$ cat src/rtl/netdma_read_ctrl.sv
// Read-side DMA descriptor controller: issues word requests and tracks returned dataunits.
// Optional statistics counters enabled with `define NETDMA_READ_CTRL_STATS_EN.
module netdma_read_ctrl #(
   parameter int DATA_WIDTH = 64,
   parameter int LEN_WIDTH  = 16,
   localparam int NB        = DATA_WIDTH / 8,
   localparam int OW        = $clog2(NB)
) (
   input  logic                 clk_i,
   input  logic                 rst_i,
   input  logic                 desc_valid_i,
   output logic                 desc_ready_o,
   input  logic [31:0]          desc_addr_i,
   input  logic [LEN_WIDTH-1:0] desc_len_i,
   input  logic                 new_pending_i,
   input  logic                 new_dataunit_i,
   output logic [31:0]          address_o,
   output logic                 run_posedge_o,
   output logic                 run_requests_o,
   output logic                 run_receive_o,
   output logic                 eop_o,
   output logic [OW-1:0]        empty_o,
   output logic                 done_o,
   output logic                 busy_o
`ifdef NETDMA_READ_CTRL_STATS_EN
   ,
   output logic [31:0]          xfer_cnt_o,
   output logic [31:0]          byte_cnt_o
`endif
);

   localparam int AW = 32 - OW;
   localparam int CW = LEN_WIDTH + 2;  // headroom for offset + length + rounding

   typedef enum logic [1:0] {IDLE, REQ, DRAIN} state_t;

   state_t               state;
   logic [AW-1:0]        word_addr;
   logic [OW-1:0]        off;
   logic [LEN_WIDTH-1:0] len;
   logic [CW-1:0]        reqs_left;
   logic [CW-1:0]        units_left;
   logic                 pend_fire;
   logic                 unit_fire;

   function automatic logic [CW-1:0] ceil_nb(input logic [CW-1:0] nbytes);
      return (nbytes + CW'(NB - 1)) >> OW;
   endfunction

   // Bytes of padding in the final dataunit; NB is a power of two so truncation is the modulo.
   function automatic logic [OW-1:0] tail_empty(input logic [LEN_WIDTH-1:0] nbytes);
      logic [OW-1:0] r;
      r = '0 - nbytes[OW-1:0];
      return r;
   endfunction

   assign desc_ready_o   = (state == IDLE);
   assign busy_o         = (state != IDLE);
   assign run_requests_o = (state == REQ);
   assign run_receive_o  = (state == REQ) || (state == DRAIN);
   assign address_o      = {word_addr, off};
   assign eop_o          = run_receive_o && (units_left == CW'(1));
   assign empty_o        = eop_o ? tail_empty(len) : '0;

   // Zero-count guards keep stray strobes from wrapping the counters.
   assign pend_fire = new_pending_i && run_requests_o && (reqs_left != '0);
   assign unit_fire = new_dataunit_i && run_receive_o && (units_left != '0);

   always_ff @(posedge clk_i or posedge rst_i) begin
      if (rst_i) begin
         state         <= IDLE;
         word_addr     <= '0;
         off           <= '0;
         len           <= '0;
         reqs_left     <= '0;
         units_left    <= '0;
         run_posedge_o <= 1'b0;
         done_o        <= 1'b0;
      end else begin
         run_posedge_o <= 1'b0;
         done_o        <= 1'b0;
         case (state)
            IDLE: begin
               if (desc_valid_i) begin
                  word_addr <= desc_addr_i[31:OW];
                  off       <= desc_addr_i[OW-1:0];
                  len       <= desc_len_i;
                  if (desc_len_i != '0) begin
                     reqs_left     <= ceil_nb(CW'(desc_len_i) + CW'(desc_addr_i[OW-1:0]));
                     units_left    <= ceil_nb(CW'(desc_len_i));
                     state         <= REQ;
                     run_posedge_o <= 1'b1;
                  end else begin
                     done_o <= 1'b1;
                  end
               end
            end
            REQ, DRAIN: begin
               if (pend_fire) begin
                  word_addr <= word_addr + 1'b1;
                  reqs_left <= reqs_left - 1'b1;
                  if (reqs_left == CW'(1)) state <= DRAIN;
               end
               // Completion takes priority over the REQ->DRAIN move.
               if (unit_fire) begin
                  units_left <= units_left - 1'b1;
                  if (units_left == CW'(1)) begin
                     state  <= IDLE;
                     done_o <= 1'b1;
                  end
               end
            end
            default: state <= IDLE;
         endcase
      end
   end

`ifdef NETDMA_READ_CTRL_STATS_EN
   always_ff @(posedge clk_i or posedge rst_i) begin
      if (rst_i) begin
         xfer_cnt_o <= '0;
         byte_cnt_o <= '0;
      end else if (done_o) begin
         xfer_cnt_o <= xfer_cnt_o + 32'd1;
         byte_cnt_o <= byte_cnt_o + 32'(len);
      end
   end
`endif

endmodule

$ cat config.mk
export PLATFORM = sky130hd
export DESIGN_NAME = netdma_read_ctrl
export DESIGN_NICKNAME = d
export VERILOG_FILES = /design/src/rtl/netdma_read_ctrl.sv
export SDC_FILE = /design/constraint.sdc
export NUM_CORES = 1
export LEC_CHECK = 0
export CORE_MARGIN = 2
export CORE_UTILIZATION = 45
export CTS_BUF_LIST = sky130_fd_sc_hd__clkbuf_16
export DETAILED_ROUTE_END_ITERATION = 7
export PLACE_DENSITY = 0.68
export SLEW_MARGIN = 0
export SYNTH_ARGS = -nofsm -noshare
export SYNTH_HDL_FRONTEND = slang
export SYNTH_SLANG_ARGS = --single-unit
$ cat constraint.sdc
create_clock -name clk_i -period 3.3 [get_ports clk_i]
set_clock_uncertainty 0.2 [all_clocks]
set_input_delay 0.99 -clock clk_i [delete_from_list [all_inputs] [get_ports clk_i]]
set_output_delay 0.99 -clock clk_i [all_outputs]
set_load 0.02 [all_outputs]
==> metrics.txt, run 1 <==
status finished with violations; failing checks setup timing; CTS tree done; worst-case clock buffer depth 2; Die Height 112 µm; Distinct cells, synth 62; global-route wire length before repair 26900 µm; setup TNS -537 ps; TritonCTS Buffers 9; Synth Area in Compound Gates 23.1%; Slowest Stage Delay on Critical Path 550 ps; number of I/O port buffers 94; drt first-iter violations 359; minimum clock period 3470 ps; post-place instance area 6790 µm²; area of the multi-input gates 3160 µm²; Seq cells post-synth 75; IO Pins 95; DR pass1 iterations 6; antenna viol nets, final 0; Synth Flop Type dfrtp_1; initial antenna violation count 0; syn avg cell area 7.99 µm²; Site Rows 39; final setup fails 4; CP cell instances or4_4, or4_4, nor2_4, nand3_4, inv_2, and2_4, buf_6; Synth Warn # 0; Post-Route WL 16300 µm; Worst-Skew Late Latency 350 ps; vias in the first global route 5494; Total GRT Usage 26.4%; # hold bufs at CTS 0; final max-slew violation count 0; dpl cells 924; nets@finish 861; Pleak 2.89 nW; design area 7120 µm²; die area 12500 µm²; highest clock rate 288 MHz; GP Congestion 0.883; Hold Slack 284 ps; RSZ-0062 raised after global routing true; Max Cap Viol 0; P per Cell Area 886 nW/µm²; largest family of logic cells by synthesized area simple AND/OR/NAND/NOR gates; largest net degree at the start of global routing 62; CP dominant cell by count or4_4; Core Region 11400 µm²; Peak VDD IR 0.554 mV; Max H-tree Level 3; post-synthesis mux area share 1.95%; Final Hold Viols 0; Register Area 1880 µm²; fin crit share 105%; WP data required 2110 ps; Mapped Cells 657; XOR/XNOR share of the synthesized area 4.34%; grt ovf 0; CP Capture Type output port; CP max FO 3; Synth Area in Adders 3.58%; Final WS setup -171 ps; number of diodes 0; total number of vias 5586; Worst path slowest cell or4_4; Worst-Margin Slew 775 ps; Seq/Total Area, Yosys 35.8%; synthesized area 5250 µm²; Finished Layout Cells 941; cell accounting for the most synthesized area dfrtp_1; top cells by area in the synthesized netlist dfrtp_1 36%, a21oi_1 6.4%, nand2_1 5.1%, nor2_1 4.2%, ha_1 3.6%; Clock Root Buffer clkbuf_16; ys async rst share 100%; DRC 0; share of layout cells above drive strength 1 15.0%; Fillers 1029; Die Width 112 µm; cell with the most instances after synthesis dfrtp_1; startpoint types flop; placed wire-length estimate 12200 µm; Vias/cell 5.94; WP data arrival 2280 ps; Area growth syn-to-layout 35.6%; Post-synth EDFFs 0; Yosys top cell area share 35.8%; total power 0.00631 W; type of the worst setup path reg2out; clock transition at the registers of the reported paths 60 ps; Sink Count 75; Synthesized Nets 725; Synth Area in Simple Gates 26.4%; type of the worst min-delay path reg2reg; DR WL/cell 17.3 µm; relative slew slack 48.3%; Initial Util 46.0%; Post-synth top cells 75 x dfrtp_1, 71 x nand2_1, 67 x a21oi_1, 59 x nor2_1, 31 x o21ai_0
==> registers in the layout, summed over array words and instances (netlist names) <==
signal	cells
units_left	18
len	3
off	3
word_addr	29
run_posedge_o	1
done_o	1
reqs_left	18
state	2
==> final timing paths <==
check,depth (start not counted),slack [ps],startpoint,end
setup / recovery,7,-170,units_left[8]$_DFFE_PP0P_,empty_o[1]
hold / removal,2,280,off[1]$_DFFE_PP0P_,off[1]$_DFFE_PP0P_
setup reg to reg,5,220,reqs_left[7]$_DFFE_PP0P_,word_addr[5]$_DFFE_PP0P_
hold reg to reg,2,280,off[1]$_DFFE_PP0P_,off[1]$_DFFE_PP0P_
max in group asynchronous,3,1520,rst_i,units_left[12]$_DFFE_PP0P_
min in group asynchronous,2,770,rst_i,word_addr[2]$_DFFE_PP0P_
==> kinds of logic (layout without fill, tap and decap cells) <==
group | count (synthesis) | after routing
buffers and inverters | 63 | 204
XOR/XNOR | 26 | 26
AO/OA/AOI/OAI | 194 | 194
multiplexers | 10 | 10
adder cells (fa/ha/maj) | 15 | 15
AND/OR/NAND/NOR | 274 | 274
flip-flops | 75 | 75
==> metrics by stage <==
stage	utilization, %	setup WS [ps]
after global routing	62.3	-224
final	62.3	-171
after floorplan	-	-46.3
after CTS	62.2	-180
after detailed placement	59.4	-413
after global placement	59.4	-402
==> critical path: cells and delay by family (launching register included) <==
kind,cells,cell delay [ps]
AND/OR/NAND/NOR,5,1380
buffers and inverters,2,180
flip-flops,1,370
==> final cells by class <==
type	count	share of cell area [%]
Timing Repair Buffer	163	21.2
Clock buffer	9	3.17
Multi-Input combinational cell	519	44.5
Inverter	25	1.32
Tap cell	143	2.51
Sequential cell	75	26.4
Clock inverter	7	0.967
==> metal layers <==
layer  GRT usage (%)  vias up  wire length [µm]
li1                -     2687                 -
met1            32.8     2682              6950
met2            46.1      188              8040
met3            3.86       29               920
met4            10.5        0               409
met5               0        -                 0
==> cell usage in the layout (no fill, tap or decap), types with 17 or more instances in the layout <==
cell / instances
o21ai_0: 30
a21oi_1: 67
dfrtp_1: 75
nand2_1: 70
nand4_1: 17
nor3_1: 23
nand3_1: 29
nor2_1: 57
inv_1: 22
clkdlybuf4s50_1: 89
buf_4: 67
xnor2_1: 18
o22ai_1: 25
o21ai_1: 20
==> repair_timing <==
| item | in CTS | in global routing |
|---|---|---|
| endpoints found under the setup margin | 4 | 13 |
| pin swaps | 3 | 0 |
| buffers inserted | 1 | 0 |
| gates resized for setup | 25 | 5 |
==> report_power, final <==
group	leakage, nW	switching [W]	internal, W
logic	1.84	0.00194	0.00158
clock network	0.143	0.000402	0.000582
registers	0.904	0.000476	0.00132
Note: power is estimated with default switching activity, not from simulation.
==> inputs of run 2 (changes only) <==
PLACE_DENSITY = 0.82   (was 0.68)
==> metrics.txt, run 2 (synthesized netlist as in run 1, its figures left out) <==
# hold bufs at CTS 0 (unchanged); Sink Count 75 (unchanged); TritonCTS Buffers 9 (unchanged); Max Cap Viol 0 (unchanged); Area growth syn-to-layout 33.9% (was 35.6%); final setup fails 4 (unchanged); Die Width 112 µm (unchanged); RSZ-0062 raised after global routing true (unchanged); commonest cells after routing, fill and taps aside 90 x clkdlybuf4s50_1, 75 x dfrtp_1, 70 x nand2_1 (was 89 x clkdlybuf4s50_1, 75 x dfrtp_1, 70 x nand2_1); final max-slew violation count 0 (unchanged); max reg flops 29 (unchanged); Post-Route WL 15800 µm (was 16300 µm); relative slew slack 47.3% (was 48.3%); total power 0.00619 W (was 0.00631 W); dpl cells 920 (was 924); P per Cell Area 880 nW/µm² (was 886 nW/µm²); Final WS setup -158 ps (was -171 ps); GP Congestion 0.895 (was 0.883); Top Registers word_addr (29), reqs_left (18), units_left (18) (unchanged); minimum clock period 3460 ps (was 3470 ps); commonest non-fill, non-tap cell in the layout clkdlybuf4s50_1 (unchanged); worst r2r src reqs_left[7]$_DFFE_PP0P_ (unchanged); Total GRT Usage 25.0% (was 26.4%); Peak VDD IR 0.598 mV (was 0.554 mV); Fillers 985 (was 1029); Max H-tree Level 3 (unchanged); Critical Path Start units_left[8]$_DFFE_PP0P_ (unchanged); Final Hold Viols 0 (unchanged); type of the worst min-delay path reg2reg (unchanged); Initial Util 46.0% (unchanged); Pleak 2.85 nW (was 2.89 nW); nets@finish 858 (was 861); WP data required 2110 ps (about the same); antenna viol nets, final 0 (unchanged); Top reg by flops word_addr (unchanged); DR pass1 iterations 5 (was 6); Clock Root Buffer clkbuf_16 (unchanged); highest clock rate 289 MHz (was 288 MHz); DRC 0 (unchanged); drt first-iter violations 635 (was 359); CP max FO 3 (unchanged); DR WL/cell 16.9 µm (was 17.3 µm); type of the worst setup path reg2out (unchanged); CTS tree done (unchanged); worst-case clock buffer depth 2 (unchanged); IO Pins 95 (unchanged); grt ovf 0 (unchanged); global-route wire length before repair 25800 µm (was 26900 µm); Core Region 11400 µm² (unchanged); setup TNS -465 ps (was -537 ps); total number of vias 5695 (was 5586); min-delay src len[1]$_DFFE_PP0P_ (was off[1]$_DFFE_PP0P_); placed wire-length estimate 11500 µm (was 12200 µm); number of I/O port buffers 94 (unchanged); Die Height 112 µm (unchanged); largest net degree at the start of global routing 57 (was 62); CP Capture Type output port (unchanged); initial antenna violation count 0 (unchanged); status finished with violations (unchanged); number of diodes 0 (unchanged); failing checks setup timing (unchanged); share of layout cells above drive strength 1 14.5% (was 15.0%); final core occ 61.5% (was 62.3%); Vias/cell 6.09 (was 5.94); Site Rows 39 (unchanged); vias in the first global route 5353 (was 5494); Finished Layout Cells 935 (was 941); Worst-Margin Slew 790 ps (was 775 ps); startpoint types flop (unchanged); fin crit share 105% (about the same); clock transition at the registers of the reported paths 60 ps (about the same); WP data arrival 2270 ps (was 2280 ps); die area 12500 µm² (unchanged); Worst-Skew Late Latency 330 ps (was 350 ps)
[run 2: changes by cell type in the layout (fill, tap and decap cells not counted), sizes merged]
cell           change
buf                -3
clkinv             -4
dlymetal6s2s       -1
inv                +1
clkdlybuf4s50      +1
[run 2: layout make-up]
type / count / area [µm²] / share of cell area, %
Multi-Input combinational cell: 519 / 3170 / 45.1
Tap cell: 143 / 179 / 2.55
Clock inverter: 4 / 46.3 / 0.659
Sequential cell: 75 / 1880 / 26.7
Timing Repair Buffer: 160 / 1440 / 20.5
Clock buffer: 9 / 225 / 3.20
Inverter: 25 / 93.8 / 1.34
[run 2: repair_timing]
| action | in CTS | in global routing |
|---|---|---|
| pin swaps | 1 | 0 |
| endpoints found under the setup margin | 5 | 15 |
| gates resized for setup | 24 | 4 |
| endpoints found under the hold margin | 0 | 0 |
| setup buffers | 1 | 1 |
[run 2: power breakdown]
group | internal, W | leakage, nW | switching [W]
Clock | 0.000569 | 0.134 | 0.000376
Combinational | 0.00151 | 1.81 | 0.00193
Sequential | 0.00133 | 0.904 | 0.000483
Total | 0.00340 | 2.85 | 0.00279
[run 2: layer usage]
layer  global-route usage (%)  vias up  part of all wire, %
met5                        0        -                    0
met4                     9.67        0                  2.7
met3                     4.46       37                  7.1
met2                     43.1      285                   49
met1                     31.2     2702                   41
li1                         -     2671                    -
[run 2: final timing paths]
check / end / slack [ps] / depth (start not counted)
max: empty_o[1] / -160 / 7
max in group asynchronous: off[0]$_DFFE_PP0P_ / 1390 / 3
min: len[1]$_DFFE_PP0P_ / 290 / 2
min reg2reg: len[1]$_DFFE_PP0P_ / 290 / 2
max reg2reg: word_addr[5]$_DFFE_PP0P_ / 210 / 5
min in group asynchronous: word_addr[2]$_DFFE_PP0P_ / 830 / 2
[run 2: per-stage QoR]
stage,hold WS (ps),setup WS (ps),area (µm²)
floorplan,250,-46.3,5260
global placement,267,-324,6720
detailed placement,280,-359,6720
CTS,293,-138,7010
global route,333,-195,7030
finish,287,-158,7030
[run 2: critical path: stages, from the launching register on]
cell     delay, ps
dfrtp_1        400
or4_4          550
or4_4          450
nor2_4         130
nand3_4        110
inv_2           60
and2_4         130
buf_6          110
